<file path="src/rtl/sfp_pkg.sv">
// Shared widths for the sfp datapath and its psum output FIFO.
// Both sides import this so partial-sum widths and pointer sizes agree.
package sfp_pkg;

    localparam int unsigned PSUM_BW     = 16;
    localparam int unsigned BW          = 4;
    localparam int unsigned OFIFO_DEPTH = 8;

    // Ceiling log2, usable in parameter expressions.
    function automatic int unsigned clog2(input int unsigned value);
        int unsigned r;
        r = 0;
        for (int unsigned v = value - 1; v > 0; v = v >> 1) begin
            r = r + 1;
        end
        return r;
    endfunction

endpackage

</file>
<file path="src/rtl/ofifo_mem.sv">
// Storage array for psum_ofifo: one write port, one registered read port.
// The array itself is never reset; only the read-data register is.
module ofifo_mem
    import sfp_pkg::*;
#(
    parameter int unsigned psum_bw = PSUM_BW,
    parameter int unsigned depth   = OFIFO_DEPTH
) (
    input  logic                          clk,
    input  logic                          reset,
    input  logic                          we,
    input  logic [clog2(depth)-1:0]       waddr,
    input  logic signed [psum_bw-1:0]     wdata,
    input  logic                          re,
    input  logic [clog2(depth)-1:0]       raddr,
    output logic signed [psum_bw-1:0]     rdata
);

    logic signed [psum_bw-1:0] mem [depth];

    always_ff @(posedge clk) begin
        if (we) begin
            mem[waddr] <= wdata;
        end
    end

    // Read samples the pre-write contents, so a full FIFO doing rd+wr returns the oldest word.
    always_ff @(posedge clk or posedge reset) begin
        if (reset) begin
            rdata <= '0;
        end else if (re) begin
            rdata <= mem[raddr];
        end
    end

endmodule

</file>
<file path="src/rtl/psum_ofifo.sv">
// Output FIFO for one MAC-array column feeding sfp: pointers, occupancy,
// level flags and sticky overflow/underflow around an ofifo_mem array.
module psum_ofifo
    import sfp_pkg::*;
#(
    parameter int unsigned psum_bw  = PSUM_BW,
    parameter int unsigned depth    = OFIFO_DEPTH,
    parameter int unsigned af_level = 6
) (
    input  logic                          clk,
    input  logic                          reset,
    input  logic                          wr,
    input  logic signed [psum_bw-1:0]     in,
    input  logic                          rd,
    output logic signed [psum_bw-1:0]     out,
    output logic                          o_valid,
    output logic                          full,
    output logic                          empty,
    output logic                          almost_full,
    output logic [clog2(depth):0]         count,
    output logic                          overflow,
    output logic                          underflow
);

    localparam int unsigned AW = clog2(depth);
    localparam int unsigned PW = AW + 1;

    logic [PW-1:0] wr_ptr;
    logic [PW-1:0] rd_ptr;
    logic          rd_ok;
    logic          wr_ok;

    always_comb begin
        full        = (count == PW'(depth));
        empty       = (count == '0);
        almost_full = (count >= PW'(af_level));
    end

    // A pop in the same cycle frees the slot, so a full FIFO still accepts the write.
    always_comb begin
        rd_ok = rd && !empty;
        wr_ok = wr && (!full || rd_ok);
    end

    always_ff @(posedge clk or posedge reset) begin
        if (reset) begin
            wr_ptr    <= '0;
            rd_ptr    <= '0;
            count     <= '0;
            o_valid   <= 1'b0;
            overflow  <= 1'b0;
            underflow <= 1'b0;
        end else begin
            if (wr_ok) begin
                wr_ptr <= wr_ptr + PW'(1);
            end
            if (rd_ok) begin
                rd_ptr <= rd_ptr + PW'(1);
            end
            case ({wr_ok, rd_ok})
                2'b10:   count <= count + PW'(1);
                2'b01:   count <= count - PW'(1);
                default: count <= count;
            endcase
            o_valid <= rd_ok;
            if (wr && !wr_ok) begin
                overflow <= 1'b1;
            end
            if (rd && empty) begin
                underflow <= 1'b1;
            end
        end
    end

    ofifo_mem #(
        .psum_bw (psum_bw),
        .depth   (depth)
    ) u_mem (
        .clk   (clk),
        .reset (reset),
        .we    (wr_ok),
        .waddr (wr_ptr[AW-1:0]),
        .wdata (in),
        .re    (rd_ok),
        .raddr (rd_ptr[AW-1:0]),
        .rdata (out)
    );

endmodule

</file>
<file path="config.mk">
export PLATFORM = sky130hd
export DESIGN_NAME = psum_ofifo
export DESIGN_NICKNAME = d
export VERILOG_FILES = /design/src/rtl/sfp_pkg.sv /design/src/rtl/ofifo_mem.sv /design/src/rtl/psum_ofifo.sv
export SDC_FILE = /design/constraint.sdc
export NUM_CORES = 1
export LEC_CHECK = 0
export ABC_AREA = 0
export CORE_ASPECT_RATIO = 2
export CORE_MARGIN = 1.5
export CORE_UTILIZATION = 40
export DETAILED_ROUTE_END_ITERATION = 8
export GPL_TIMING_DRIVEN = 0
export SLEW_MARGIN = 25
export SYNTH_ARGS = -nofsm -noshare
export SYNTH_HDL_FRONTEND = slang
export SYNTH_SLANG_ARGS = --single-unit
</file>
<file path="constraint.sdc">
create_clock -name clk -period 4.8 [get_ports clk]
set_input_delay 0.48 -clock clk [delete_from_list [all_inputs] [get_ports clk]]
set_output_delay 0.48 -clock clk [all_outputs]
set_load 0.01 [all_outputs]
</file>
## Yosys cells after proc, flatten, opt, wreduce, memory -nomap -nowiden

Memories as Yosys holds them, arrays and structs flattened. A register that Yosys moved wholly into a read port is not among the register bits.
Index checks and enable logic that the tools add are counted.

- $add $sub $neg: 4
- $mul: 0
- Div/mod/pow operators: 0
- Order comparisons: 1
- Equal/unequal tests: 3
- Shift operators: 0
- Muxes and demuxes: 3
- Bitwise operators: 0
- Reductions and logical operators: 10

Operator list:

| operator | number |
|---|---|
| adder 4 x 1 -> 4 bit (second input constant) | 3 |
| one-hot mux 4 bit (2 select lines) | 1 |
| == test 4 bit (second input constant) | 1 |
| >= comparator 4 x 3 -> 1 bit (second input constant) | 1 |
| logical AND 1 bit | 4 |
| zero test 4 bit | 1 |
| subtractor 4 x 1 -> 4 bit (second input constant) | 1 |
| zero test 1 bit | 3 |
| == test 2 x 1 -> 1 bit (second input constant) | 1 |
| == test 2 bit (second input constant) | 1 |
| two-way mux 1 bit | 2 |
| nonzero test 2 bit | 1 |
| logical OR 1 bit | 1 |

- Flip-flop bits (word level): 15
- Bits in latches: 0
- RAM bits: 128
- Memory bits (read-only): 0
- Input bits: 20
- Output and inout port bits: 26
- Logic and storage cells: 28
- Memories kept: 1

Memories:

| name | depth | bits a word | rd ports | clocked after memory_dff | wr ports | line | RTL |
|---|---|---|---|---|---|---|---|
| u_mem.mem | 8 | 16 | 1 | 1 | 1 | ofifo_mem.sv:19 | `logic signed [psum_bw-1:0] mem [depth];` |

## Logic depth before layout (Yosys ltp)

Gate-level depths: netlist of the first run.

- Word-level depth: 7
- Gate-level depth with buffers: 9
- Gate-level depth less buffers: 8

## Hierarchy

A second synthesis of the first run with hierarchy kept.

- Cell total of the unflattened synthesis: 386
- Area, all modules: 6,362.4 sq um

By module, submodules not included:

| module | instances | cells each | area an instance (sq um) | sequential area each (sq um) |
|---|---|---|---|---|
| ofifo_mem | 1 | 326 | 5,662.9 | 4,244.1 |
| psum_ofifo | 1 | 60 | 699.4 | 325.3 |

## Least setup slack after synthesis of the first run

OpenSTA, ideal clock, no wires.

- Path type: register to register
- From: register count[3]
- To: memory u_mem.mem[2][0] (netlist bit) (enable)
- Setup time: 0.436 ns
- Arrival time: 2.684 ns
- Required time: 4.364 ns
- Setup slack: 1.680 ns
- Stages on the path, launching flop included: 5
- Path buffers: 1
- Period minus slack after synthesis: 3.120 ns
- Cell sequence: dfrtp_1 -> buf_2 -> or4b_1 -> o21ai_2 -> nor4b_1

- Cells in the longest elaborated chain, start to end: 7
- Elaborated cells on any way between the ends: 9
- Those cells by class: eq/ne (1); mux (2); reduce/logical (6)

Ends and longest elaborated chain:

| what | line | RTL |
|---|---|---|
| from (decl) | psum_ofifo.sv:20 | `output logic [clog2(depth):0] count,` |
| from (signal assigned) | psum_ofifo.sv:61 | `2'b10: count <= count + PW'(1);` |
| from (signal assigned) | psum_ofifo.sv:62 | `2'b01: count <= count - PW'(1);` |
| from (signal assigned) | psum_ofifo.sv:63 | `default: count <= count;` |
| zero test 4 bit | psum_ofifo.sv:35 | `empty = (count == '0);` |
| zero test 1 bit | psum_ofifo.sv:41 | `rd_ok = rd && !empty;` |
| logical AND 1 bit | psum_ofifo.sv:41 |  |
| logical OR 1 bit * | psum_ofifo.sv:42 | `wr_ok = wr && (!full \|\| rd_ok);` |
| logical AND 1 bit * | psum_ofifo.sv:42 |  |
| two-way mux 1 bit * | ofifo_mem.sv:22 | `if (we) begin` |
| two-way mux 1 bit (not written as such) * | ofifo_mem.sv:23 | `mem[waddr] <= wdata;` |
| to (decl) | ofifo_mem.sv:19 |  |

Every way passes the cells marked *; elsewhere a longest branch is shown, timed or not.

## Final worst setup path of the first run

- From: register count[1]
- To: output full

- Cells in the longest elaborated chain, start to end: 1

Ends and longest elaborated chain:

| what | line | RTL |
|---|---|---|
| == test 4 bit | psum_ofifo.sv:34 | `full = (count == PW'(depth));` |
| to (decl) | psum_ofifo.sv:17 | `output logic full,` |

No other way between the ends.

==> summary.txt, run 1 <==
Run status
  • Outcome: finished clean

Setup path
  • Data arrival, critical path: 2220 ps
  • CP Depth: 3
  • R2R Setup Slk: 2200 ps
  • Startpoint types: flop
  • Critical Path RT: 4320 ps
  • CP Cell Sequence: or4b_1 > inv_1 > clkdlybuf4s50_1
  • CP delay by family, top: simple AND/OR/NAND/NOR gates
  • Worst path max stage delay: 650 ps
  • CP bufs+invs: 2
  • Crit. End Element: primary output
  • Crit path kind: flop to primary output
  • Critical-path maximum fanout: 8
  • R2R depth: 7
  • Slowest-stage cell, CP: or4b_1

Cells and area
  • Share of cells above drive strength 1: 22.9%
  • Fin nets: 471
  • Filler Cells Inserted: 1,296
  • Inserted Diodes: 0
  • Area growth syn-to-layout: 23.3%
  • Storage element area: 4570 um^2
  • Finished Cell Area: 7670 um^2
  • Final Util: 50.4%
  • Area of the multi-input gates: 1560 um^2

Drt
  • 1st-pass router iterations: 4
  • DR vias: 3,468
  • Drt via density: 5.28
  • Total wire length: 13,500 um
  • Antenna-violating nets left: 0
  • Number of DRC markers in iteration 0: 215
  • DRC: 0
  • Wire per inst: 20.5 um

Timing
  • Slew Viols, Final: 0
  • Unrepaired setup endpoints after global routing: no
  • Slew @ Worst Pin: 804 ps
  • Min Tclk post-route: 2700 ps
  • Slew HR: 46.4%
  • Final worst slack: 2100 ps
  • Hold_ws: 447 ps
  • Setup violators final: 0
  • Tcrit/Tclk final: 56.2%
  • Clk_skew: 10.9 ps
  • Max Fclk: 0.371 GHz
  • Final Hold Vio Count: 0

Yosys
  • Synth top area cells: edfxtp_1 62%, dfrtp_1 12%, mux2_2 5.8%
  • Ys async rst share: 18.5%
  • Ys Warns: 0
  • Yosys top cell by area: edfxtp_1
  • Yosys reg bits: 157
  • Commonest cells in the netlist: 128 x edfxtp_1, 34 x mux2i_1, 32 x mux2_2, 29 x dfrtp_1, 28 x nand2_1
  • Post-synth EDFFs: 128
  • Sequential share of the synthesized area: 73.4%
  • Top FF cell, synth: edfxtp_1
  • Net Count, Synth: 392
  • Top cell type's share of synthesized area: 61.8%
  • Average cell area after synthesis: 17.0 um^2
  • Netlist cell types: 37
  • Count leader, synth: edfxtp_1
  • Mapped Cells: 367
  • Synthesized area: 6220 um^2

Power
  • Logic pwr share: 32.7%
  • Total power: 0.00480 W
  • Internal power: 0.00332 W
  • Max VDD drop: 0.298 mV
  • Sw frac: 30.8%
  • Net switching power: 0.00148 W
  • Clock power share: 27.4%
  • Leak Pwr: 2.80 nW
  • Register share of total power: 39.9%
  • Pwr Density: 625 nW/um^2

GRT
  • Number of global-route vias before repair: 3,756
  • Initial antenna violation count: 0
  • GRT Residual Overflow: 0
  • First-pass GRT wire length: 20,900 um
  • Gr usage total: 17.6%
  • Largest net degree at the start of global routing: 30

Clocking
  • Clock buffer depth: 2
  • CTS-repair resized insts: 0
  • Root Buffer: clkbuf_16
  • Post-CTS Setup Bufs: 0
  • CTS tree: yes
  • Htree depth: 4
  • Worst skew pair latency: 420 ps
  • # clock sinks: 157
  • Post-cts hold buffer count: 0
  • Clock buffer count from CTS: 17
  • Clock-pin slew on the worst setup and hold paths: 70 ps

Placed design
  • Final Wtd Congestion: 0.756
  • Area after DPL: 7080 um^2
  • Dpl ws: 2210 ps
  • HPWL after detailed placement: 9350 um
  • IO buf count: 43

Run
  • MaxCap Viol Count: 0

Die
  • Top Ports: 46
  • Initial core utilization: 40.9%
  • Die ar.: 16,400 um^2
  • Core Rows: 64
  • Die height: 179 um
  • Core region area: 15,200 um^2
  • Die X-Extent: 91.2 um

Min path
  • Hold path cells: 2
  • Worst Hold Class: primary input to flop
==> cells by family after synthesis <==
family                     count (synthesis)  synth area share (%)
DFF                                      157                  73.4
xor gates and xnor gates                   8                  1.13
adders and majority gates                  5                  1.13
muxes                                     67                  11.5
AOI/OAI and AO/OA                         58                  7.12
buffers and inverters                     27                  2.29
and+or+nand+nor                           45                  3.40
==> sequential cells by signal, indices dropped and copies added, names as in the netlist <==
register     count
underflow        1
overflow         1
o_valid          1
rd_ptr           3
wr_ptr           3
count            4
u_mem.rdata     16
u_mem.mem      128
==> metrics by stage <==
stage	setup TNS [ps]	instances
finish	0	657
global route	0	657
CTS	0	657
detailed placement	0	625
global placement	-2090	608
floorplan	0	367
==> metal layers <==
metal,up-vias,track usage (%),part of all wire (%)
met5,-,0,0
met4,0,8.79,3.2
met3,26,4.01,3.6
met2,82,32.7,56
met1,1777,18.4,37
li1,1583,-,-
==> power by group through the flow <==
stage / logic, W / registers (W) / clock network (W)
finish: 0.00157 / 0.00192 / 0.00132
global route: 0.00170 / 0.00195 / 0.00140
detailed placement: 0.00159 / 0.00194 / 0
global placement: 0.00151 / 0.00194 / 0
CTS: 0.00160 / 0.00192 / 0.00134
floorplan: 0.000926 / 0.00196 / 0
==> worst reg2reg max path, delay by kind of cell (launching register included) <==
family,cells,cell delay [ps]
and+or+nand+nor,3,1070
buffers and inverters,3,650
DFF,1,370
AOI/OAI and AO/OA,1,210
==> path summary, 6_finish.rpt <==
path / start / endpoint
max: count[1] / full
min: rd / underflow
max reg2reg: count[3] / u_mem.mem[1][0]
min reg2reg: underflow / underflow
max in group asynchronous: reset / u_mem.rdata[1]
min in group asynchronous: reset / u_mem.rdata[5]
==> layout make-up <==
| cell class | count | area share (%) |
|---|---|---|
| inverter | 7 | 0.342 |
| multi-input combinational | 183 | 20.3 |
| timing repair buffer | 60 | 7.32 |
| tap | 198 | 3.23 |
| clock inverter | 6 | 0.571 |
| clock buffer | 26 | 7.22 |
| buffer | 20 | 1.52 |
| sequential | 157 | 59.5 |
==> cell usage in the layout, fill, tap and decap left out, types with 6 or more instances in the layout <==
| cell | Yosys | routed |
|---|---|---|
| xnor2_1 | 6 | 6 |
| a221o_1 | 16 | 16 |
| o21ai_1 | 13 | 13 |
| dfrtp_1 | 29 | 29 |
| buf_4 | 3 | 9 |
| clkdlybuf4s50_1 | 0 | 43 |
| clkbuf_1 | 8 | 12 |
| nand2_1 | 28 | 28 |
| inv_1 | 7 | 6 |
| buf_2 | 6 | 12 |
| edfxtp_1 | 128 | 128 |
| mux2i_1 | 34 | 34 |
| mux2_2 | 32 | 32 |
| o22ai_1 | 16 | 16 |
| clkbuf_16 | 0 | 21 |
| buf_6 | 3 | 8 |
(Power assumes the default switching activity.)
==> run 2, diff against run 1 <==
Clock period 4.8 ns to 2.7 ns, I/O delays scaled along.
==> run 2 against run 1 <==
Effect of this change:
- via count down 1.8%
- combinational power grew 80%
- design area grew 0.75%
- sequential share of layout area decreased by 0.44 points
- largest cell class unchanged
==> summary.txt, run 2 (same netlist as run 1, synthesis figures left out) <==
Run status
  • Outcome: finished clean

Cells and area
  • Area growth syn-to-layout: 24.3%
  • Most frequent cells in the layout: 128 x edfxtp_1, 43 x clkdlybuf4s50_1, 34 x mux2i_1, 32 x mux2_2, 29 x dfrtp_1
  • Max reg flops: 128
  • Area of the multi-input gates: 1580 um^2
  • Largest reg by FF count: u_mem.mem
  • Share of cells above drive strength 1: 22.8%
  • Finished Cell Area: 7730 um^2
  • Fin nets: 469
  • Inserted Diodes: 0
  • Top Registers: u_mem.mem x128, u_mem.rdata x16, count x4
  • Storage element area: 4570 um^2
  • Filler Cells Inserted: 1,273
  • Commonest non-fill, non-tap cell in the layout: edfxtp_1

Drt
  • Met3 WL: 385 um
  • Antenna-violating nets left: 0
  • WL met2: 7850 um
  • Drt via density: 5.20
  • Highest routed layer: met4
  • DRC: 0
  • 1st-pass router iterations: 4
  • DR vias: 3,407
  • Met1 WL: 5200 um
  • Wire per inst: 21.0 um
  • Number of DRC markers in iteration 0: 187
  • Total wire length: 13,800 um

Setup path
  • R2R Setup Slk: 330 ps
  • Reg2reg start: count[3]
  • Crit path kind: flop to primary output
  • Critical Path RT: 2430 ps
  • End of the worst register-to-register path: count[3]
  • CP bufs+invs: 2
  • Crit. End Element: primary output
  • Worst Setup SP: count[1]
  • CP Cell Sequence: or4b_1 > inv_1 > clkdlybuf4s50_1
  • CP delay by family, top: buffers and inverters
  • Crit path capture: full
  • Slowest-stage cell, CP: or4b_1
  • Worst path max stage delay: 650 ps
  • CP Depth: 3
  • Startpoint types: flop
  • Critical-path maximum fanout: 8
  • Data arrival, critical path: 2230 ps
  • R2R depth: 9

Timing
  • Final Hold Vio Count: 0
  • Max Fclk: 0.400 GHz
  • Slew Viols, Final: 0
  • Slew @ Worst Pin: 836 ps
  • Min Tclk post-route: 2500 ps
  • Tcrit/Tclk final: 92.6%
  • Slew HR: 44.2%
  • Clk_skew: 10.8 ps
  • Setup violators final: 0
  • Unrepaired setup endpoints after global routing: no

GRT
  • Largest net degree at the start of global routing: 30
  • First-pass GRT wire length: 20,700 um
  • Number of global-route vias before repair: 3,538
  • GRT Residual Overflow: 0
  • Initial antenna violation count: 0
  • Gr usage total: 17.9%

Die
  • Die ar.: 16,400 um^2
  • Die height: 179 um
  • Die X-Extent: 91.2 um
  • Top Ports: 46
  • Core Rows: 64
  • Initial core utilization: 40.9%
  • Core region area: 15,200 um^2

Clocking
  • Clock-pin slew on the worst setup and hold paths: 60 ps
  • Htree depth: 4
  • # clock sinks: 157
  • Clock buffer count from CTS: 17
  • Root Buffer: clkbuf_16
  • Clock buffer depth: 2
  • Worst skew pair latency: 420 ps
  • CTS tree: yes
  • CTS-repair resized insts: 0

Min path
  • Worst Hold Class: primary input to flop

Power
  • Total power: 0.00873 W
  • Max VDD drop: 0.491 mV
  • Leak Pwr: 2.80 nW
  • Pwr Density: 1130 nW/um^2

Placed design
  • HPWL after detailed placement: 9420 um
  • Area after DPL: 7110 um^2
  • Final Wtd Congestion: 0.727
  • IO buf count: 43

Run
  • MaxCap Viol Count: 0
## run 2: cell count changes in the layout (fill, tap and decap cells not counted), sizes merged
cell | before | now
clkinvlp | 1 | 3
clkbuf | 34 | 26
inv | 9 | 10
clkinv | 3 | 4
buf | 29 | 27
bufinv | 0 | 4
## run 2: final cells by class
class | instances | share of cell area (%)
plain buffers | 20 | 1.50
inverters | 7 | 0.340
flip-flops and latches | 157 | 59.1
repair buffers | 58 | 7.41
clock buffers | 18 | 5.55
multi-input cells | 183 | 20.4
clock inverters | 14 | 2.46
well taps | 198 | 3.20
## run 2: worst reg2reg max path: stages, from the launching register on
cell	delay, ps
dfrtp_1	370
buf_2	170
o41ai_4	420
or2_2	210
inv_1	60
ha_1	270
a21o_1	170
a21oi_1	170
mux2i_1	290
xor2_1	160
## run 2: timing repair
item,4_1_cts,5_1_grt
setup buffers,0,1
hold buffers,0,0
setup endpoints to repair,0,1
## run 2: worst min path at each step
stage                     startpoint         to  slack [ps]  depth (start not counted)
after detailed placement   underflow  underflow         450                          1
after floorplan                reset   count[0]         350                          1
after CTS                         rd  underflow         200                          2
final                             rd  underflow         210                          2
after global routing              rd  underflow         230                          2
after global placement     underflow  underflow         440                          1
## run 2: through the flow
step	setup TNS (ps)	instances	setup WS (ps)	utilization [%]	hold WS [ps]
finish	0	655	199	50.8	214
global route	0	655	147	50.8	228
CTS	0	654	18.3	50.8	201
detailed placement	0	622	35.2	46.7	447
global placement	-82560	608	-1340	45.5	439
floorplan	0	367	54.5	-	348
## run 2: power breakdown
| part | total [W] | switching, W | internal (W) |
|---|---|---|---|
| Sequential | 0.00341 | 0.000276 | 0.00314 |
| Clock | 0.00249 | 0.000944 | 0.00155 |
| Combinational | 0.00283 | 0.00146 | 0.00136 |
| Total | 0.00873 | 0.00268 | 0.00605 |
## run 2: routing by layer
metal	vias up	GRT usage (%)
li1	1580	-
met1	1743	19.2
met2	66	33.1
met3	18	4.05
met4	0	7.88
met5	-	0
